### src/rtl/mdu_ctrl.sv
// Iterative multiply/divide unit with HI/LO registers and start/busy/done handshake.
// Optional MDU_EARLY_OUT_EN: multiplies leave CALC once the remaining multiplier bits are zero.
module mdu_ctrl #(
    parameter int WIDTH = 32
) (
    input  logic             clk,
    input  logic             rst,
    input  logic             start,
    input  logic [1:0]       op,
    input  logic [WIDTH-1:0] a,
    input  logic [WIDTH-1:0] b,
    input  logic             wr_hi,
    input  logic             wr_lo,
    input  logic [WIDTH-1:0] wdata,
    output logic             busy,
    output logic             done,
    output logic             dz,
    output logic [WIDTH-1:0] hi,
    output logic [WIDTH-1:0] lo
);
    localparam int CW = $clog2(WIDTH + 1);

    typedef enum logic [1:0] {IDLE, CALC, FIX, DONE} state_t;

    state_t             state, state_nxt;
    logic               is_div, neg_res, neg_rem, dz_q;
    logic [CW-1:0]      cnt;
    logic [2*WIDTH-1:0] acc;     // product accumulator; low half holds raw dividend on divide-by-zero
    logic [2*WIDTH-1:0] mcand;   // shifted multiplicand; low half is the divisor for divides
    logic [WIDTH-1:0]   mplier;  // multiplier shift register, or dividend/quotient for divides
    logic [WIDTH-1:0]   rem;

    logic               accept, a_neg, b_neg, dz_in, mult_last, calc_last, ge;
    logic [WIDTH-1:0]   a_mag, b_mag, quo_f, rem_f;
    logic [WIDTH:0]     shifted, diff;
    logic [2*WIDTH-1:0] mult_sum, prod;

    assign accept  = start && (state == IDLE || state == DONE);
    assign a_neg   = op[0] && a[WIDTH-1];
    assign b_neg   = op[0] && b[WIDTH-1];
    assign a_mag   = a_neg ? -a : a;
    assign b_mag   = b_neg ? -b : b;
    assign dz_in   = op[1] && (b == '0);

    // Partial remainder stays below the divisor, so shifted < 2*divisor and diff's top bit is a clean borrow.
    assign shifted = {rem, mplier[WIDTH-1]};
    assign diff    = shifted - {1'b0, mcand[WIDTH-1:0]};
    assign ge      = !diff[WIDTH];

    assign mult_sum = acc + (mplier[0] ? mcand : '0);
`ifdef MDU_EARLY_OUT_EN
    assign mult_last = (mplier[WIDTH-1:1] == '0) || (cnt == CW'(1));
`else
    assign mult_last = (cnt == CW'(1));
`endif
    assign calc_last = is_div ? (cnt == CW'(1)) : mult_last;

    assign prod  = neg_res ? -acc : acc;
    assign quo_f = neg_res ? -mplier : mplier;
    assign rem_f = neg_rem ? -rem : rem;

    always_ff @(posedge clk or negedge rst) begin
        if (!rst) state <= IDLE;
        else      state <= state_nxt;
    end

    always_comb begin
        state_nxt = state;
        busy      = 1'b0;
        done      = 1'b0;
        dz        = 1'b0;
        case (state)
            IDLE: if (start) state_nxt = dz_in ? FIX : CALC;
            CALC: begin
                busy = 1'b1;
                if (calc_last) state_nxt = FIX;
            end
            FIX: begin
                busy      = 1'b1;
                state_nxt = DONE;
            end
            DONE: begin
                done      = 1'b1;
                dz        = dz_q;
                state_nxt = start ? (dz_in ? FIX : CALC) : IDLE;
            end
            default: state_nxt = IDLE;
        endcase
    end

    always_ff @(posedge clk or negedge rst) begin
        if (!rst) begin
            is_div  <= 1'b0;
            neg_res <= 1'b0;
            neg_rem <= 1'b0;
            dz_q    <= 1'b0;
            cnt     <= '0;
            acc     <= '0;
            mcand   <= '0;
            mplier  <= '0;
            rem     <= '0;
        end else if (accept) begin
            is_div  <= op[1];
            neg_res <= a_neg ^ b_neg;
            neg_rem <= a_neg;
            dz_q    <= dz_in;
            cnt     <= CW'(WIDTH);
            rem     <= '0;
            if (op[1]) begin
                mplier <= a_mag;
                mcand  <= {{WIDTH{1'b0}}, b_mag};
                acc    <= {{WIDTH{1'b0}}, a};
            end else begin
                mplier <= b_mag;
                mcand  <= {{WIDTH{1'b0}}, a_mag};
                acc    <= '0;
            end
        end else if (state == CALC) begin
            cnt <= cnt - CW'(1);
            if (is_div) begin
                rem    <= ge ? diff[WIDTH-1:0] : shifted[WIDTH-1:0];
                mplier <= {mplier[WIDTH-2:0], ge};
            end else begin
                acc    <= mult_sum;
                mcand  <= mcand << 1;
                mplier <= mplier >> 1;
            end
        end
    end

    // Results land on the edge into DONE; MTHI/MTLO only when not busy, so a write in DONE wins.
    always_ff @(posedge clk or negedge rst) begin
        if (!rst) begin
            hi <= '0;
            lo <= '0;
        end else if (state == FIX) begin
            if (dz_q) begin
                hi <= acc[WIDTH-1:0];
                lo <= '1;
            end else if (is_div) begin
                hi <= rem_f;
                lo <= quo_f;
            end else begin
                {hi, lo} <= prod;
            end
        end else if (!busy) begin
            if (wr_hi) hi <= wdata;
            if (wr_lo) lo <= wdata;
        end
    end
endmodule

### config.mk
export PLATFORM = sky130hd
export DESIGN_NAME = mdu_ctrl
export DESIGN_NICKNAME = d
export VERILOG_FILES = /design/src/rtl/mdu_ctrl.sv
export SDC_FILE = /design/constraint.sdc
export NUM_CORES = 1
export LEC_CHECK = 0
export ABC_AREA = 1
export BUFFER_PORTS_ARGS = -buffer_cell sky130_fd_sc_hd__buf_2
export CAP_MARGIN = 20
export CORE_AREA = 3 3 261 263
export CTS_CLUSTER_DIAMETER = 200
export DETAILED_ROUTE_END_ITERATION = 7
export DIE_AREA = 0 0 264 266
export PLACE_DENSITY = 0.55
export SETUP_SLACK_MARGIN = 0.05
export SYNTH_ARGS = -nofsm -noshare
export SYNTH_HDL_FRONTEND = slang
export SYNTH_SLANG_ARGS = --single-unit
### constraint.sdc
create_clock -name clk -period 2.8 [get_ports clk]
set_input_delay 0.7 -clock clk [delete_from_list [all_inputs] [get_ports clk]]
set_output_delay 0.7 -clock clk [all_outputs]
set_load 0.01 [all_outputs]
Yosys cells after proc, flatten, opt, wreduce, memory -nomap -nowiden. Index checks and enable logic that the tools add are counted.

Bits in registers: 268. Memory bits (read-only): 0. Logic and storage cells: 89. Bits in latches: 0. Input port bits: 103. Memories: 0. RAM bits: 0. Output and inout bits: 67.

Div/mod/pow operators: 0. Add/sub/neg operators: 8. Equal/unequal tests: 8. Shift-type cells: 0. Magnitude comparators: 0. Bitwise operators: 1. $mul: 0. Multiplexer cells: 42. Reductions and logical operators: 18.

Operators by type and width (number): $mux W32 (24); $mux W64 (8); $neg A32 Y32 (4); $add A64 B64 Y64 (1); $neg A64 Y64 (1); $sub A33 B32 Y33 (1); $logic_not A32 Y1 (1); $mux W6 (2); $reduce_and A2 Y1 (5); $mux W2 (4); $pmux W2 S4 (1); $reduce_bool A2 Y1 (4); $eq A6 B1 Y1 const B (1); $sub A6 B1 Y6 const B (1); $eq A2 B2 Y1 const B (2); $logic_and A1 B1 Y1 (4); $ne A2 B1 Y1 const B (2); $ne A2 B2 Y1 const B (2); $mux W1 (3); $eq A2 B1 Y1 const B (1); $logic_not A2 Y1 (1); $reduce_or A2 Y1 (1); $logic_not A1 Y1 (1); $logic_or A1 B1 Y1 (1); $xor A1 B1 Y1 (1).

Longest topological paths before layout.
Depth in word-level cells: 5. Depth in mapped cells: 19.

Worst setup path after synthesis. OpenSTA, ideal clock, no wires.

Path type: flip-flop to flip-flop. From: register mplier[0]. To: register acc[44]. Stages on the path, launching flop included: 20. Period minus slack after synthesis: 2.551 ns. Setup time: 0.083 ns. Buffers on the path: 2. Required time: 2.717 ns. Data arrival time: 2.469 ns. Path slack: 0.249 ns. Cells stage by stage: dfrtp_1 clkbuf_1 clkbuf_1 nand2_1 inv_1 ha_1 fa_1 nand3_1 nand2_1 nand2_1 nand2_1 nand2_1 nand2_1 nand2_1 nand2_1 nand2_1 nand2_1 nand2_1 nand2_1 o21ai_0.

Cells in the longest elaborated chain, start to end: 5.

Ends and longest elaborated chain: from (decl) (line 30) `logic [WIDTH-1:0] mplier;`; from (signal assigned) (line 110) `mplier <= a_mag;`; from (signal assigned) (line 114) `mplier <= b_mag;`; from (signal assigned) (line 122) `mplier <= {mplier[WIDTH-2:0], ge};`; $mux W64 (line 50) `assign mult_sum = acc + (mplier[0] ? mcand : '0);`; $add A64 B64 Y64 (line 50); $mux W64 (line 120) `if (is_div) begin`; $mux W64 (line 118) `end else if (state == CALC) begin`; $mux W64 (line 102) `end else if (accept) begin`; to (signal assigned) (line 112) `acc <= {{WIDTH{1'b0}}, a};`; to (signal assigned) (line 124) `acc <= mult_sum;`; to (decl) (line 28) `logic [2*WIDTH-1:0] acc;`.

Every way passes these cells. The select of a mux whose other input is x is not followed. A chain may end at the register's enable or synchronous reset.

Final worst setup path.
From: register mplier[0]. To: register lo[22].

Cells in the longest elaborated chain, start to end: 5.

Ends and longest elaborated chain: $neg A32 Y32 (line 59) `assign quo_f = neg_res ? -mplier : mplier;`; $mux W32 (line 59); $mux W32 (line 140) `end else if (is_div) begin`; $mux W32 (line 137) `if (dz_q) begin`; $mux W32 (line 136) `end else if (state == FIX) begin`; to (signal assigned) (line 142) `lo <= quo_f;`; to (signal assigned) (line 144) `{hi, lo} <= prod;`; to (signal assigned) (line 148) `if (wr_lo) lo <= wdata;`; to (decl) (line 19) `output logic [WIDTH-1:0] lo`.

Every way passes these cells.

==> impl_metrics.tcl <==
set metrics [dict create \
    final_util_pct 50.11 \
    gp_congestion 0.9982 \
    p_per_area_nw_per_um2 1279 \
    grt_start_max_net_pins 71 \
    clk_path_buf_depth 3 \
    dp.cells 5825 \
    drc_errors 1 \
    die-area_um2 70220 \
    drive_above_1_share_pct 15.38 \
    synthesis.nets 4868 \
    rows 94 \
    clk_latency_ns 0.59 \
    fmax_ghz 0.3740 \
    ir_drop_mv 0.6805 \
    drv_cap 0 \
    die_x_um 264 \
    timing.rr.end "lo[22]" \
    antenna_cells 0 \
    rsz0062_at_grt "true" \
    nets 5219 \
    antenna_found_initial 5 \
    antenna_left 0 \
    synth.cell_area_um2 26970 \
    fin_worst_skew_ns 0.03938 \
    hold_path.class "in2async" \
    instances_no_fill 5897 \
    area_growth_pct 22.36 \
    yosys_warnings 0 \
    tritoncts "yes" \
    design_area_um2 33000 \
    synth_seq_cells 268 \
    cp-endpoint "lo[22]" \
    whs_ns 0.1157 \
    synth_edf_count 0 \
    placed_cell_area_um2 30800 \
    avgRoutedWirePerCell_um 22.47 \
    worst_pin_slew_ns 0.8078 \
    cts_buffers 36 \
    synth_seq_area_share_pct 24.86 \
    routed_via_density 5.581 \
    cp-start-kind "flop" \
    ff2ff_path_depth 14 \
    grt_usage_pct 36.43 \
    num_vias 32910 \
    die_y_um 266 \
    hpwl_mm 109.4 \
    dr.pass1.iters 8 \
    synth_ff_type "dfrtp_1" \
    required_ns 3.31 \
    max_slew_margin_pct 46.14 \
    io_buffer_count 169 \
    ctsRootBufferMaster "clkbuf_16" \
    fillers 7127 \
    layout_min_cycle_time_ns 2.674 \
    syn_avg_cell_area_um2 5.794 \
    drt_wl_total_mm 132.5 \
    initial_core_util_pct 40.95 \
    cp_max_fo 15 \
    status "finished with violations" \
    async_reset_ff_share_pct 100.0 \
    r2r_setup_slack_ns 0.13 \
    synth_cell_types 49 \
    p_total_mw 42.22 \
    synthCells 4655 \
    grt_pass1_wl_mm 194.5 \
    violations "DRC" \
    p_leak_nw 16.55 \
    htree_levels 2 \
    core-area_um2 65860 \
    finalSetupViolCount 0 \
    clk_pin_slew_ns 0.06 \
    crit_type "reg2reg" \
    drv_slew 0 \
    r2r_start "mplier[0]" \
    timing.final.hold_violations 0 \
    ios 170 \
    cp_data_arrival_time_ns 3.18 \
    grt_pass1_vias 30630 \
    cp-end-kind "flop" \
    grt_overflow 0 \
    period_share_pct 95.48 \
    clock_sinks 268 \
    drt_iter0_drc 3137 \
    cp-startpoint "mplier[0]" \
]
cell usage after synthesis (36+ instances only):
cell type  number  area share [%]
dfrtp_1       268              25
ha_1          108             5.0
o21ai_0       267             5.0
clkbuf_1       87             1.2
nor2_1        665             9.3
nor3_1         51            0.95
nand3_1       464             8.6
nand2_1      1320              18
inv_1         625             8.7
nand4_1        53             1.2
xor2_1         40             1.3
buf_2          49            0.91
o22ai_1        36            0.84
a21oi_1       348             6.5
per-stage QoR:
| stage | worst slack (ns) | TNS (ns) |
|---|---|---|
| after floorplan | 0.2487 | 0 |
| after global placement | -0.2714 | -0.5173 |
| after detailed placement | -0.1706 | -0.3265 |
| after CTS | 0.008516 | 0 |
| after global routing | 0.01759 | 0 |
| final | 0.1264 | 0 |
worst min-delay path by stage:
stage | from | to | slack (ns) | cells past startpoint
final | rst | acc[61] | 0.12 | 1
after CTS | rst | acc[61] | 0.13 | 1
after global placement | lo[23] | lo[23] | 0.47 | 2
after floorplan | rst | acc[0] | 0.40 | 0
after detailed placement | lo[23] | lo[23] | 0.48 | 2
after global routing | rst | acc[61] | 0.15 | 1
critical path, cell delays in order, from the launching register on:
cell and delay [ns]:
dfrtp_2 0.46, buf_12 0.17, buf_4 0.15, inv_1 0.07, ha_1 0.19, nand3_1 0.14, nor2_2 0.21, nand4_1 0.15
nand2_2 0.15, nand2_1 0.06, nand2_1 0.06, nand3_1 0.23, o211ai_1 0.27, nand2_1 0.14, a21oi_1 0.15
kinds of logic after synthesis:
family | count (synthesis) | share of synthesized area [%]
buffers and inverters | 790 | 11.29
AOI/OAI and AO/OA | 799 | 16.33
adders and majority gates | 110 | 5.158
DFF | 268 | 24.86
and+or+nand+nor | 2625 | 40.31
xor gates and xnor gates | 63 | 2.046
cell type report:
type	instances	area (um^2)	area share (%)
clock inverter	14	167.7	0.5080
sequential	268	6713	20.34
inverter	635	2384	7.222
multi-input combinational	3597	18220	55.20
tap	864	1081	3.276
timing repair buffer	468	3413	10.34
clock buffer	51	1027	3.113
repair_timing:
action                     4_1_cts  5_1_grt
buffers inserted                 0        7
setup endpoints to repair       14      100
hold buffers                     0        0
resized for setup               13      230
pin swaps                        1       16
layer usage:
metal	global-route usage (%)	vias to the layer above	wire [um]
met4	17.49	10	7980
met5	0	-	68
li1	-	15810	-
met2	58.72	1416	59060
met3	5.014	308	9626
met1	48.29	15370	55790
flip-flops by register name, summed over array words and instances, names as in the netlist:
signal / cells
rem: 32
neg_res: 1
acc: 64
mplier: 32
cnt: 6
state: 2
dz_q: 1
hi: 32
lo: 32
is_div: 1
neg_rem: 1
mcand: 64
cells in the final DEF, fill, tap and decap left out, types with 40 or more instances in the layout:
master      n
nand2_1  1287
inv_1     618
nor2_1    605
nand3_1   453
a21oi_1   317
buf_4     274
dfrtp_1   263
o21ai_0   246
buf_2     168
ha_1       71
nand4_1    53
nor2_2     50
nor3_1     41
xor2_1     40
report_power, final:
| part | internal [mW] | switching [mW] | total, mW | leakage, nW |
|---|---|---|---|---|
| combinational | 10.1 | 19.9 | 30.0 | 12.7 |
| sequential | 5.41 | 1.98 | 7.39 | 3.27 |
| clock | 2.78 | 2.04 | 4.82 | 0.586 |
Power figures use the tool's default switching activity.
